<file path="src/rtl/cic_iq_gain_scheduler.sv">
// cic_iq_gain_scheduler: post-CIC I/Q gain stage sharing one signed multiplier between
// the real and imag channels, with round-half-up, saturation and aligned pair output.
module cic_iq_gain_scheduler #(
    parameter int DIN_W     = 23,
    parameter int DIN_FRAC  = 15,
    parameter int GAIN_W    = 16,
    parameter int GAIN_FRAC = 15,
    parameter int DOUT_W    = 16,
    parameter int DOUT_FRAC = 14,
    parameter int MULT_LAT  = 2,
    parameter logic [GAIN_W-1:0] GAIN_INIT = 16'h7FFF
) (
    input  logic              clk,
    input  logic              rst_n,
    input  logic [DIN_W-1:0]  real_din,
    input  logic              real_valid,
    input  logic [DIN_W-1:0]  imag_din,
    input  logic              imag_valid,
    input  logic [GAIN_W-1:0] gain,
    input  logic              gain_ld,
    input  logic              overrun_clr,
    output logic [DOUT_W-1:0] real_dout,
    output logic [DOUT_W-1:0] imag_dout,
    output logic              dout_valid,
    output logic              overrun,
    output logic              busy
);
    localparam int PW = DIN_W + GAIN_W;
    localparam int SH = DIN_FRAC + GAIN_FRAC - DOUT_FRAC;
    localparam logic signed [PW:0] HALF = 1 <<< (SH - 1);
    localparam logic [DOUT_W-1:0] MAXV = {1'b0, {(DOUT_W-1){1'b1}}};
    localparam logic [DOUT_W-1:0] MINV = {1'b1, {(DOUT_W-1){1'b0}}};

    typedef enum logic {IDLE, ISSUE_Q} state_t;
    state_t state, state_nx;

    logic issue, clr;
    logic real_cap, imag_cap, real_drop, imag_drop;
    logic real_full, imag_full, op_v, op_q;
    logic signed [DIN_W-1:0]  real_hold, imag_hold, op;
    logic signed [GAIN_W-1:0] gain_pend, gain_act;
    logic signed [PW-1:0]     prod [MULT_LAT];
    logic [MULT_LAT-1:0]      prod_v, prod_q;
    logic signed [PW:0]       rnd, shf;
    logic [DOUT_W-1:0]        res, real_side;

    always_ff @(posedge clk or negedge rst_n) begin
        if (!rst_n) state <= IDLE;
        else        state <= state_nx;
    end

    always_comb state_nx = (state == IDLE && real_full && imag_full) ? ISSUE_Q : IDLE;

    always_comb begin
        issue = state == IDLE && real_full && imag_full;
        clr   = state == ISSUE_Q;
    end

    // The clearing edge frees the slot, so a sample arriving then is kept, not dropped.
    assign real_cap  = real_valid && (!real_full || clr);
    assign imag_cap  = imag_valid && (!imag_full || clr);
    assign real_drop = real_valid && real_full && !clr;
    assign imag_drop = imag_valid && imag_full && !clr;

    assign rnd  = prod[MULT_LAT-1] + HALF;
    assign shf  = rnd >>> SH;
    assign res  = (&shf[PW:DOUT_W-1] || ~|shf[PW:DOUT_W-1]) ? shf[DOUT_W-1:0] : (shf[PW] ? MINV : MAXV);
    assign busy = real_full | imag_full | op_v | (|prod_v);

    always_ff @(posedge clk or negedge rst_n) begin
        if (!rst_n) begin
            real_hold   <= '0;
            imag_hold   <= '0;
            real_full   <= 1'b0;
            imag_full   <= 1'b0;
            overrun     <= 1'b0;
            gain_pend   <= GAIN_INIT;
            gain_act    <= GAIN_INIT;
            op          <= '0;
            op_v        <= 1'b0;
            op_q        <= 1'b0;
            prod_v      <= '0;
            prod_q      <= '0;
            for (int i = 0; i < MULT_LAT; i++) prod[i] <= '0;
            real_side   <= '0;
            real_dout   <= '0;
            imag_dout   <= '0;
            dout_valid  <= 1'b0;
        end else begin
            if (real_cap) real_hold <= real_din;
            if (imag_cap) imag_hold <= imag_din;
            real_full <= real_cap | (real_full & ~clr);
            imag_full <= imag_cap | (imag_full & ~clr);
            overrun   <= real_drop | imag_drop | (overrun & ~overrun_clr);
            if (gain_ld) gain_pend <= gain;
            // Gain only changes between pairs, never between the R and Q halves.
            if (state == IDLE && !issue) gain_act <= gain_pend;
            if (issue || clr) op <= issue ? real_hold : imag_hold;
            op_v      <= issue | clr;
            op_q      <= clr;
            prod[0]   <= PW'(op) * PW'(gain_act);
            prod_v[0] <= op_v;
            prod_q[0] <= op_q;
            for (int i = 1; i < MULT_LAT; i++) begin
                prod[i]   <= prod[i-1];
                prod_v[i] <= prod_v[i-1];
                prod_q[i] <= prod_q[i-1];
            end
            if (prod_v[MULT_LAT-1] && !prod_q[MULT_LAT-1]) real_side <= res;
            if (prod_v[MULT_LAT-1] && prod_q[MULT_LAT-1]) begin
                imag_dout <= res;
                real_dout <= real_side;
            end
            dout_valid <= prod_v[MULT_LAT-1] & prod_q[MULT_LAT-1];
        end
    end
endmodule
</file>
<file path="config.mk">
export PLATFORM = sky130hd
export DESIGN_NAME = cic_iq_gain_scheduler
export DESIGN_NICKNAME = d
export VERILOG_FILES = /design/src/rtl/cic_iq_gain_scheduler.sv
export SDC_FILE = /design/constraint.sdc
export NUM_CORES = 1
export LEC_CHECK = 0
export CORE_MARGIN = 2
export CORE_UTILIZATION = 50
export CTS_CLUSTER_SIZE = 28
export DETAILED_ROUTE_END_ITERATION = 8
export DONT_BUFFER_PORTS = 1
export PLACE_DENSITY = 0.64
export SYNTH_ARGS = -nofsm -noshare
export SYNTH_HDL_FRONTEND = slang
export SYNTH_SLANG_ARGS = --single-unit
</file>
<file path="constraint.sdc">
create_clock -name clk -period 14.4 [get_ports clk]
set_input_delay 1.44 -clock clk [delete_from_list [all_inputs] [get_ports clk]]
set_output_delay 1.44 -clock clk [all_outputs]
set_load 0.01 [all_outputs]
</file>
# Word level (Yosys, flattened, before mapping)
# Cells that the tools add are included.
[word_totals]
regBits = 238
latchBits = 0
mem_bits_rw = 0
romBits = 0
input_bits = 68
out_inout_bits = 35
n_memories = 0
[classes]
addsub = 1
n_mul = 1
div = 0
magnitude_cmp = 0
eq_ne = 0
shift = 0
mux = 4
bitwise = 14
reduce_logical = 24
[op_table]
columns = ["op", "count"]
rows = [
  ["adder 39 x 17 -> 40 bit, second input constant", 1],
  ["multiplier 23 x 16 -> 39 bit", 1],
  ["2-to-1 mux 16 bit", 2],
  ["2-to-1 mux 23 bit", 1],
  ["logical AND 1 bit", 11],
  ["AND reduction 9 bit", 1],
  ["OR reduction 9 bit", 1],
  ["OR 1 bit", 8],
  ["logical NOT 1 bit", 6],
  ["AND 1 bit", 4],
  ["logical OR 1 bit", 4],
  ["NOT 1 bit", 2],
  ["OR reduction 2 bit", 1],
  ["2-to-1 mux 1 bit", 1],
]

# Depth between registers and ports, before layout
# Gate-level depths: netlist (run 1).
[depth]
word_depth = 5
depth_mapped = 23
depth_no_buf = 22

# Worst setup path after synthesis (run 1)
# Ideal clock, no wire load.
[synth_path]
kind = "flip-flop to flip-flop"
start = "register gain_act[4]"
end = "register prod[76] (netlist name)"
setup_time_ns = 0.124
arrival_time_ns = 5.899
required_ns = 14.276
path_slack_ns = 8.378
path_stages_with_launch = 20
period_less_slack_ns = 6.022
path_cell_list = "dfstp_2 clkbuf_1 nand2_1 fa_1 inv_1 fa_1 inv_1 fa_1 fa_1 fa_1 fa_1 inv_1 ha_1 and4_1 and3_1 a221oi_1 o311a_1 a21o_1 nand3b_1 xor2_1"
[synth_between]
elab_chain_cells = 1
[synth_lines]
columns = ["item", "line", "text"]
rows = [
  ["start: declaration", "41", "logic signed [GAIN_W-1:0] gain_pend, gain_act;"],
  ["start signal: assignment", "97", "if (state == IDLE && !issue) gain_act <= gain_pend;"],
  ["multiplier 23 x 16 -> 39 bit", "101", "prod[0] <= PW'(op) * PW'(gain_act);"],
  ["end signal: indexed assignment", "105", "prod[i] <= prod[i-1];"],
  ["end: declaration", "42", "logic signed [PW-1:0] prod [MULT_LAT];"],
]
# No other way between the ends.
# A chain may end at the register's enable or synchronous reset.

# Final worst setup path (run 1)
[layout_path]
start = "register gain_act[1]"
end = "register prod[74] (netlist name)"
# Same word-level chain as after synthesis.

==> results of run 1 <==
## flip-flops by register name (all words and copies together) (netlist names)
signal / flops
imag_dout: 16
imag_full: 1
op_q: 1
real_hold: 23
op_v: 1
dout_valid: 1
prod_q: 2
real_side: 16
real_full: 1
imag_hold: 23
overrun: 1
prod_v: 2
clr: 1
real_dout: 16
op: 23
gain_pend: 16
prod: 48
gain_act: 16
## through the flow
step / area (um2) / instances / setup slack [ps] / hold slack, ps / util [%]
finish: 21900 / 2500 / 7600 / 336 / 53.4
CTS: 21900 / 2500 / 7580 / 344 / 53.4
global route: 21900 / 2500 / 7180 / 344 / 53.4
floorplan: 20700 / 2001 / 8380 / 331 / -
detailed placement: 21100 / 2456 / 7650 / 335 / 51.6
global placement: 21100 / 2456 / 7710 / 332 / 51.6
## worst min path at each step
stage | end | slack [ps]
final | prod[24] | 340
after global routing | prod_q[1] | 340
after CTS | prod[24] | 340
after detailed placement | prod[22] | 330
after global placement | prod[21] | 330
after floorplan | prod[15] | 330
## layout by cell type, fill, tap and decap left out, drive strengths merged, types with 4 or more instances in the layout
cell,n
a21oi,22
clkinv,5
nand2,304
xnor2,25
and2,150
dfrtp,178
nor3,12
clkbuf,36
buf,8
nand4,9
o311ai,28
xor2,22
nand3,20
nand3b,4
and3,10
mux2,93
o21ai,20
a22oi,25
ha,94
a21o,8
inv,421
or3,4
dfstp,30
nand2b,12
nor2,27
o211ai,7
fa,359
## per-layer routing
| layer | vias up | wire [um] | global-route usage, % |
|---|---|---|---|
| met5 | - | 15 | 0 |
| met4 | 2 | 1310 | 6.46 |
| met3 | 77 | 3170 | 4.95 |
| met2 | 374 | 21900 | 36.8 |
| met1 | 6869 | 20500 | 31.1 |
| li1 | 5973 | - | - |
## logic make-up after synthesis
| kind of cell | synth area share (%) |
|---|---|
| adder cells (fa/ha/maj) | 40.3 |
| AO/OA/AOI/OAI | 4.80 |
| AND/OR/NAND/NOR | 13.1 |
| XOR/XNOR | 1.98 |
| buffers and inverters | 9.40 |
| multiplexers | 5.10 |
| flip-flops | 25.3 |
## cell type report
cell class	instances	area share, %
clock buffers	36	3.23
clock inverters	8	0.218
inverters	421	7.23
multi-input cells	1287	62.0
flip-flops and latches	208	24.0
well taps	532	3.05
repair buffers	8	0.275
## critical path: cells and delay by family, from the launching register on
kind                     cells  cell delay [ps]
XOR/XNOR                     1              180
adder cells (fa/ha/maj)      7             3840
buffers and inverters        3              400
flip-flops                   1              850
AND/OR/NAND/NOR              6             1130
AO/OA/AOI/OAI                1              290
## cells in the mapped netlist, types with 10 or more instances
cell type	n
inv_1	421
nand2_1	304
nor2_1	27
fa_1	359
dfstp_2	30
xor2_1	22
ha_1	94
nand2b_1	12
a21oi_1	22
clkbuf_1	74
dfrtp_1	178
and3_1	10
nor3_1	10
a22oi_1	25
nand3_1	18
xnor2_1	25
mux2_2	93
o21ai_0	18
o311ai_1	23
and2_1	149
==> impl_results.md, run 1 <==
- FF-to-FF End: prod[74]
- Worst R2R Setup Slack: 7600 ps
- HPWL after DPL: 36200 um
- Top cell type's share of synthesized area: 34.6%
- Area of the multi-input gates: 13600 um2
- Clk_skew: 14.8 ps
- Hold-fix buffers, CTS: 0
- Worst path most repeated cell: fa_1
- Layout cells sized above 1: 9.45%
- Fin crit period: 6800 ps
- Worst-margin pin slew: 1260 ps
- Routed len/inst: 18.8 um
- Critical Path Start: gain_act[1]
- Vias in the first global route: 14600
- Final slew viol count: 0
- Worst Setup EP: prod[74]
- GR Overflow Total: 0
- TritonCTS Buffers: 24
- Clk Latency, worst-skew pair: 520 ps
- Hold Path Stages: 0
- Pre-antenna DRT Iters: 5
- Number of diodes: 0
- Mapped cell area: 20700 um2
- Critical Path Start Type: register
- Sequential cell area: 5240 um2
- EDFF count, synth: 0
- Critical Path End Type: register
- H-tree levels: 1
- Mean Syn Cell Area: 10.4 um2
- Layout Nets: 2471
- Synthesized Nets: 2522
- Initial antenna violation count: 1
- Mapped Cells: 2001
- Largest net degree at the start of global routing: 209
- Synth warn: 0
- CTS resizes: 0
- Count of input and output buffers: 0
- Slowest-stage cell, CP: fa_1
- Area leader, netlist: fa_1
- Maxcap violations: 0
- Yosys cell types: 59
- Setup TNS: 0 ps
- Via count: 13300
- Outcome: complete, no violations
- Initial core utilization: 50.7%
- Final hold vios: 0
- Post-synth ARST share: 100%
- Number of remaining DRC errors: 0
- Req. time, crit path: 14820 ps
- Primary FF master, synth: dfrtp_1
- CP Class: reg2reg
- CTS tree: yes
- FILL cells: 3701
- Core area: 40900 um2
- Worst reg-to-reg path cell count: 18
- Area contributors post-synth: fa_1 (35%), dfrtp_1 (21%), inv_1 (7.6%), ha_1 (5.7%), nand2_1 (5.5%)
- Hold Startpoint: prod[63]
- Total die area: 43100 um2
- Die width: 208 um
- Max incr delay on CP: 900 ps
- Clk buf depth: 3
- RSZ-0062 raised after global routing: no
- Worst Path Arrival: 7210 ps
- Clock Sinks: 208
- Max Fanout on Critical Path: 24
- 1st-iter DRT viols: 790
- Die Height: 208 um
- Seq/Total Area, Yosys: 25.3%
- First-pass GRT wire length: 78200 um
- CTS Root Cell: clkbuf_16
- Post-synthesis register bit count: 208
- Hold Path Class: reg2reg
- Final setup violation count: 0
- Post-DRT Antenna Nets: 0
- RePlAce Congestion: 0.860
- R2R Path Start: gain_act[1]
- Worst-path cell chain: nand2_1, inv_1, fa_1, fa_1, inv_1, fa_1, fa_1, fa_1, fa_1, inv_1, ha_1, and3_1, nand4_1, nor3_1, nand4_1, a21boi_0, nor2_1, xnor2_1
- Tot GR Track Use: 22.7%
- DR vias/cell: 5.32
- Total routed wirelength: 46900 um
- Number of core rows: 74
- Postcts setup bufs: 0
- CTS clk-pin slew, worst paths: 60 ps
- Slew headroom: 15.9%
- Final Cycle Share: 47.2%
- Area Overhead vs Synth: 5.37%
- Max Clk Rate: 0.147 GHz
- Top-level I/O count: 103
Power of run 1 is left out: the tool's default activity adds up to more than one toggle a clock period on the data nets, which glitch-free logic cannot reach.
==> inputs of run 2 (changes only) <==
--- a/config.mk
+++ b/config.mk
@@ -5,6 +5,7 @@
 export SDC_FILE = /design/constraint.sdc
 export NUM_CORES = 1
 export LEC_CHECK = 0
+export ABC_AREA = 1
 export CORE_MARGIN = 2
 export CORE_UTILIZATION = 50
 export CTS_CLUSTER_SIZE = 28
==> constraint.sdc (replaced) <==
create_clock -name clk -period 6.9 [get_ports clk]
set_input_delay 0.69 -clock clk [delete_from_list [all_inputs] [get_ports clk]]
set_output_delay 0.69 -clock clk [all_outputs]
set_load 0.01 [all_outputs]
==> impl_results.md, run 2 <==
- Most frequent cells in the layout: nand2_1 (770), inv_1 (664), fa_1 (359) (was inv_1 (421), fa_1 (359), nand2_1 (304))
- CTS resizes: 0 (unchanged)
- Maxcap violations: 0 (unchanged)
- Area contributors post-synth: fa_1 (33%), dfrtp_1 (20%), nand2_1 (13%), inv_1 (11%), ha_1 (5.4%) (was fa_1 (35%), dfrtp_1 (21%), inv_1 (7.6%), ha_1 (5.7%), nand2_1 (5.5%))
- Via count: 15900 (was 13300)
- GR Overflow Total: 0 (unchanged)
- RePlAce Congestion: 0.905 (was 0.860)
- Final Cycle Share: 92.9% (was 47.2%)
- Hold-fix buffers, CTS: 4 (was 0)
- Routed len/inst: 16.4 um (was 18.8 um)
- Top-level I/O count: 103 (unchanged)
- Initial antenna violation count: 0 (was 1)
- Top post-synthesis cells by count: nand2_1 (770), inv_1 (664), fa_1 (359), dfrtp_1 (178), nor2_1 (128) (was inv_1 (421), fa_1 (359), nand2_1 (304), dfrtp_1 (178), and2_1 (149))
- Max Fanout on Critical Path: 24 (unchanged)
- CTS Root Cell: clkbuf_16 (unchanged)
- Layout Nets: 3096 (was 2471)
- Number of diodes: 0 (unchanged)
- HPWL after DPL: 42200 um (was 36200 um)
- Clock Sinks: 208 (unchanged)
- Number of core rows: 76 (was 74)
- CTS clk-pin slew, worst paths: 70 ps (was 60 ps)
- Largest register by flop count: prod (unchanged)
- Yosys cell types: 41 (was 59)
- Max Clk Rate: 0.156 GHz (was 0.147 GHz)
- Worst-margin pin slew: 1060 ps (was 1260 ps)
- CP Class: reg2reg (unchanged)
- Post-synth ARST share: 100% (unchanged)
- Clk buf depth: 3 (unchanged)
- Die Height: 213 um (was 208 um)
- Slew headroom: 29.1% (was 15.9%)
- Tot GR Track Use: 24.4% (was 22.7%)
- Mapped cell area: 21900 um2 (was 20700 um2)
- Setup TNS: 0 ps (unchanged)
- 1st-iter DRT viols: 1141 (was 790)
- Critical Path End Type: register (unchanged)
- FILL cells: 4108 (was 3701)
- Pre-antenna DRT Iters: 8 (was 5)
- H-tree levels: 1 (unchanged)
- Setup WS pre-CTS: 519 ps (was 7650 ps)
- Fin util: 53.7% (was 53.4%)
- Final setup violation count: 0 (unchanged)
- Mapped Cells: 2639 (was 2001)
- Final Worst Setup Slack: 491 ps (was 7600 ps)
- Req. time, crit path: 7340 ps (was 14820 ps)
- Area Overhead vs Synth: 5.63% (was 5.37%)
- Seq/Total Area, Yosys: 23.9% (was 25.3%)
- Count of input and output buffers: 0 (unchanged)
- Clk_skew: 29.9 ps (was 14.8 ps)
- Top cell type's share of synthesized area: 32.8% (was 34.6%)
- Layout cells sized above 1: 4.44% (was 9.45%)
- Core area: 43200 um2 (was 40900 um2)
- Synthesized Nets: 3160 (was 2522)
- Synth warn: 0 (unchanged)
- Postcts setup bufs: 0 (unchanged)
- Worst Path Arrival: 6850 ps (was 7210 ps)
- Top-count cell post-synth: nand2_1 (was inv_1)
- Initial core utilization: 50.8% (was 50.7%)
- Fin crit period: 6410 ps (was 6800 ps)
- Most common cell after layout, fill and taps aside: nand2_1 (was inv_1)
- Vias in the first global route: 17300 (was 14600)
- Mean Syn Cell Area: 8.31 um2 (was 10.4 um2)
- TritonCTS Buffers: 23 (was 24)
- RSZ-0062 raised after global routing: no (unchanged)
- Outcome: complete, no violations (unchanged)
- Total die area: 45600 um2 (was 43100 um2)
- Post-DRT Antenna Nets: 0 (unchanged)
- First-pass GRT wire length: 87300 um (was 78200 um)
- Area leader, netlist: fa_1 (unchanged)
- Number of remaining DRC errors: 0 (unchanged)
- Post-synthesis register bit count: 208 (unchanged)
- Final slew viol count: 0 (unchanged)
- Critical Path Start Type: register (unchanged)
- Final hold vios: 0 (unchanged)
- Total routed wirelength: 51900 um (was 46900 um)
- Clk Latency, worst-skew pair: 530 ps (was 520 ps)
- Max FFs per register: 48 (unchanged)
- Primary FF master, synth: dfrtp_1 (unchanged)
- Largest net degree at the start of global routing: 179 (was 209)
- Worst hold slack: 198 ps (was 336 ps)
- Die width: 213 um (was 208 um)
- CTS tree: yes (unchanged)
- Hold Path Class: in2async (was reg2reg)
- EDFF count, synth: 0 (unchanged)
- DR vias/cell: 5.02 (was 5.32)
## run 2: cell count changes after synthesis, sizes merged, moves of 24 or more
cell    previous run  this run
and2             150         0
o21ai             20        58
a21oi             22        62
clkbuf            74        98
o311ai            28         0
inv              421       666
nor2              27       130
mux2              93        24
a22oi             25         0
nand2            304       772
## run 2: path summary, 6_finish.rpt
path	from	slack, ps	endpoint	cells after the start
max in group asynchronous	rst_n	5760	gain_pend[8]	1
min in group clk	gain_ld	230	gain_pend[14]	1
worst min register to register	prod[72]	340	prod[33]	0
worst min-delay path	rst_n	200	dout_valid	1
worst max register to register	gain_act[4]	490	prod[77]	20
worst max-delay path	gain_act[4]	490	prod[77]	20
## run 2: layout make-up
type                            instances  area (um2)  area share [%]
Clock buffer                           29         628            2.71
Timing Repair Buffer                   16         148           0.637
Inverter                              669        2510            10.8
Multi-Input combinational cell       1657       13800            59.5
Clock inverter                         10         136           0.588
Tap cell                              585         732            3.16
Sequential cell                       208        5240            22.6
## run 2: stage by stage
stage	instances	cell area (um2)
2_1_floorplan	2639	21900
3_3_place_gp	3131	22400
3_5_place_dp	3131	22400
4_1_cts	3174	23200
5_1_grt	3174	23200
6_report	3174	23200
## run 2: metal layers
metal | global-route usage (%) | up-vias | share of wire [%]
met3 | 3.90 | 81 | 5.8
met4 | 6.23 | 0 | 2.6
met5 | 0 | - | 0
met1 | 31.9 | 7933 | 43
li1 | - | 7499 | -
met2 | 42.6 | 406 | 49
## run 2: kinds of logic after synthesis
group	share of synthesized area (%)
multiplexers	1.23
AND/OR/NAND/NOR	17.1
adder cells (fa/ha/maj)	38.1
AO/OA/AOI/OAI	4.62
flip-flops	23.9
XOR/XNOR	1.72
buffers and inverters	13.3
## run 2: worst max-delay path, cell delays in order, from the launching register on
cell     delay, ps
dfstp_2        880
nand2_1        260
fa_1           590
inv_1           70
fa_1           740
inv_1          160
fa_1           510
fa_1           570
fa_1           430
fa_1           490
inv_1           40
ha_1           410
nand2_1        110
nor2_1         170
inv_1           90
nor2_1         140
inv_1           70
nor3_1         210
nand4_1        110
nand3_1        110
xor2_1         150
Power of run 2 is left out for the same reason.
==> inputs of run 3 (changes only) <==
--- a/config.mk
+++ b/config.mk
@@ -6,12 +6,12 @@
 export NUM_CORES = 1
 export LEC_CHECK = 0
 export ABC_AREA = 1
-export CORE_MARGIN = 2
 export CORE_UTILIZATION = 50
 export CTS_CLUSTER_SIZE = 28
 export DETAILED_ROUTE_END_ITERATION = 8
 export DONT_BUFFER_PORTS = 1
 export PLACE_DENSITY = 0.64
+export REMOVE_ABC_BUFFERS = 1
 export SYNTH_ARGS = -nofsm -noshare
 export SYNTH_HDL_FRONTEND = slang
 export SYNTH_SLANG_ARGS = --single-unit
==> constraint.sdc (replaced) <==
create_clock -name clk -period 6.9 [get_ports clk]
set_input_delay 0.69 -clock clk [delete_from_list [all_inputs] [get_ports clk]]
set_output_delay 0.69 -clock clk [all_outputs]
set_load 0.1 [all_outputs]
==> impl_results.md, run 3 (synthesized netlist as in run 2, its figures left out) <==
- Outcome: complete, no violations (unchanged)
- Final hold vios: 0 (unchanged)
- Final Worst Setup Slack: 539 ps (was 491 ps)
- Max FFs per register: 48 (unchanged)
- Worst Setup EP: prod[76] (was prod[77])
- Setup WS pre-CTS: 541 ps (was 519 ps)
- Clk_skew: 24.8 ps (was 29.9 ps)
- Worst-margin pin slew: 1140 ps (was 1060 ps)
- Final setup violation count: 0 (unchanged)
- WP depth: 18 (was 20)
- R2R Path Start: gain_act[2] (was gain_act[4])
- Pre-antenna DRT Iters: 5 (was 8)
- CTS tree: yes (unchanged)
- Routed len/inst: 16.9 um (was 16.4 um)
- Postcts setup bufs: 0 (unchanged)
- Most common cell after layout, fill and taps aside: nand2_1 (unchanged)
- Tot GR Track Use: 25.1% (was 24.4%)
- Maxcap violations: 0 (unchanged)
- Die width: 211 um (was 213 um)
- GR Overflow Total: 0 (unchanged)
- Number of remaining DRC errors: 0 (unchanged)
- Total die area: 44700 um2 (was 45600 um2)
- Most frequent cells in the layout: nand2_1 (770), inv_1 (664), fa_1 (359) (unchanged)
- Largest register by flop count: prod (unchanged)
- Via count: 16000 (was 15900)
- Critical Path Start: gain_act[2] (was gain_act[4])
- Area Overhead vs Synth: 6.03% (was 5.63%)
- HPWL after DPL: 43600 um (was 42200 um)
- Layout cells sized above 1: 4.82% (was 4.44%)
- Hold Path Class: in2async (unchanged)
- Clock Sinks: 208 (unchanged)
- Initial antenna violation count: 0 (unchanged)
- CTS clk-pin slew, worst paths: 60 ps (was 70 ps)
- Max Fanout on Critical Path: 24 (unchanged)
- Final Cycle Share: 92.2% (was 92.9%)
- Worst path most repeated cell: fa_1 (unchanged)
- Largest net degree at the start of global routing: 179 (unchanged)
- Die Height: 211 um (was 213 um)
- Post-DRT Antenna Nets: 0 (unchanged)
- Core area: 43200 um2 (unchanged)
- Worst reg-to-reg path cell count: 18 (was 20)
- Req. time, crit path: 7320 ps (was 7340 ps)
- Delay-heaviest family, CP: adder cells (unchanged)
- TritonCTS Buffers: 25 (was 23)
- Layout Nets: 3101 (was 3096)
- RSZ-0062 raised after global routing: no (unchanged)
- Slowest-stage cell, CP: dfstp_2 (unchanged)
- Critical Path End Type: register (unchanged)
- Initial core utilization: 50.8% (unchanged)
- Worst-path cell chain: nand2_1, inv_1, fa_1, fa_1, inv_1, fa_1, fa_1, fa_1, inv_1, fa_1, ha_1, a21oi_1, o21bai_1, a21oi_1, o21ai_0, a31oi_1, nand3_1, xor2_1 (was nand2_1, fa_1, inv_1, fa_1, inv_1, fa_1, fa_1, fa_1, fa_1, inv_1, ha_1, nand2_1, nor2_1, inv_1, nor2_1, inv_1, nor3_1, nand4_1, nand3_1, xor2_1)
- Worst R2R Setup Slack: 540 ps (was 490 ps)
- Total routed wirelength: 53800 um (was 51900 um)
- Top-level I/O count: 103 (unchanged)
- Clk buf depth: 3 (unchanged)
- Clk Latency, worst-skew pair: 550 ps (was 530 ps)
- FF-to-FF End: prod[76] (was prod[77])
- CTS Root Cell: clkbuf_16 (unchanged)
- Setup TNS: 0 ps (unchanged)
- Vias in the first global route: 16700 (was 17300)
- Fin crit period: 6360 ps (was 6410 ps)
- Number of diodes: 0 (unchanged)
- Number of core rows: 76 (unchanged)
- Count of input and output buffers: 0 (unchanged)
- Max Clk Rate: 0.157 GHz (was 0.156 GHz)
- Placed inst area: 22400 um2 (about the same)
- WP buf/inv: 3 (was 5)
- Worst Path Arrival: 6780 ps (was 6850 ps)
- Critical Path Start Type: register (unchanged)
- Slew headroom: 23.7% (was 29.1%)
- CTS resizes: 0 (unchanged)
- 1st-iter DRT viols: 948 (was 1141)
- Hold-fix buffers, CTS: 2 (was 4)
- Max incr delay on CP: 840 ps (was 880 ps)
- CP Class: reg2reg (unchanged)
- DR vias/cell: 5.04 (was 5.02)
- First-pass GRT wire length: 87500 um (was 87300 um)
- RePlAce Congestion: 0.926 (was 0.905)
- Final slew viol count: 0 (unchanged)
- H-tree levels: 1 (unchanged)
- Final Instance Area: 23300 um2 (was 23200 um2)
## run 3: changes by cell type in the layout (fill, tap and decap cells not counted)
cell,previous run,this run
clkinv_4,0,3
buf_4,12,17
dlygate4sd3_1,3,0
clkbuf_8,3,5
bufinv_16,3,2
clkbuf_16,23,25
buf_12,0,1
clkinvlp_4,3,0
inv_6,1,2
## run 3: worst reg2reg max path: stages, from the launching register on
cell and delay, ps:
dfstp_2 840, nand2_1 170, inv_1 130, fa_1 520
fa_1 840, inv_1 160, fa_1 500, fa_1 480
fa_1 510, inv_1 50, fa_1 430, ha_1 400
a21oi_1 270, o21bai_1 90, a21oi_1 230, o21ai_0 140
a31oi_1 180, nand3_1 140, xor2_1 160
## run 3: worst min-delay path by stage
stage          depth (start not counted)  slack (ps)      endpoint
5_1_grt                                1         200      prod[66]
2_1_floorplan                          0         330      prod[15]
3_3_place_gp                           0         330     prod_q[0]
3_5_place_dp                           0         330      prod[26]
6_report                               1         140      prod[36]
4_1_cts                                1         190  gain_pend[2]
## run 3: cell type report
type                    count  area, um2
inverters                 669       2510
well taps                 585        732
clock inverters            10        119
clock buffers              33        706
fillers                  4136      19900
repair buffers             19        175
multi-input cells        1657      13800
flip-flops and latches    208       5240
## run 3: through the flow
stage | instances | hold slack (ps) | util (%)
floorplan | 2534 | 331 | -
global placement | 3136 | 332 | 51.9
detailed placement | 3136 | 335 | 51.9
CTS | 3181 | 187 | 53.9
global route | 3181 | 197 | 53.9
finish | 3181 | 138 | 53.9
## run 3: layer usage
metal	global-route usage, %	wire length, um	up-vias
met2	42.2	25900	472
met4	8.55	1880	0
li1	-	-	7483
met5	0	0	-
met1	33.3	22800	7985
met3	3.86	3190	97
Power of run 3 is left out for the same reason.
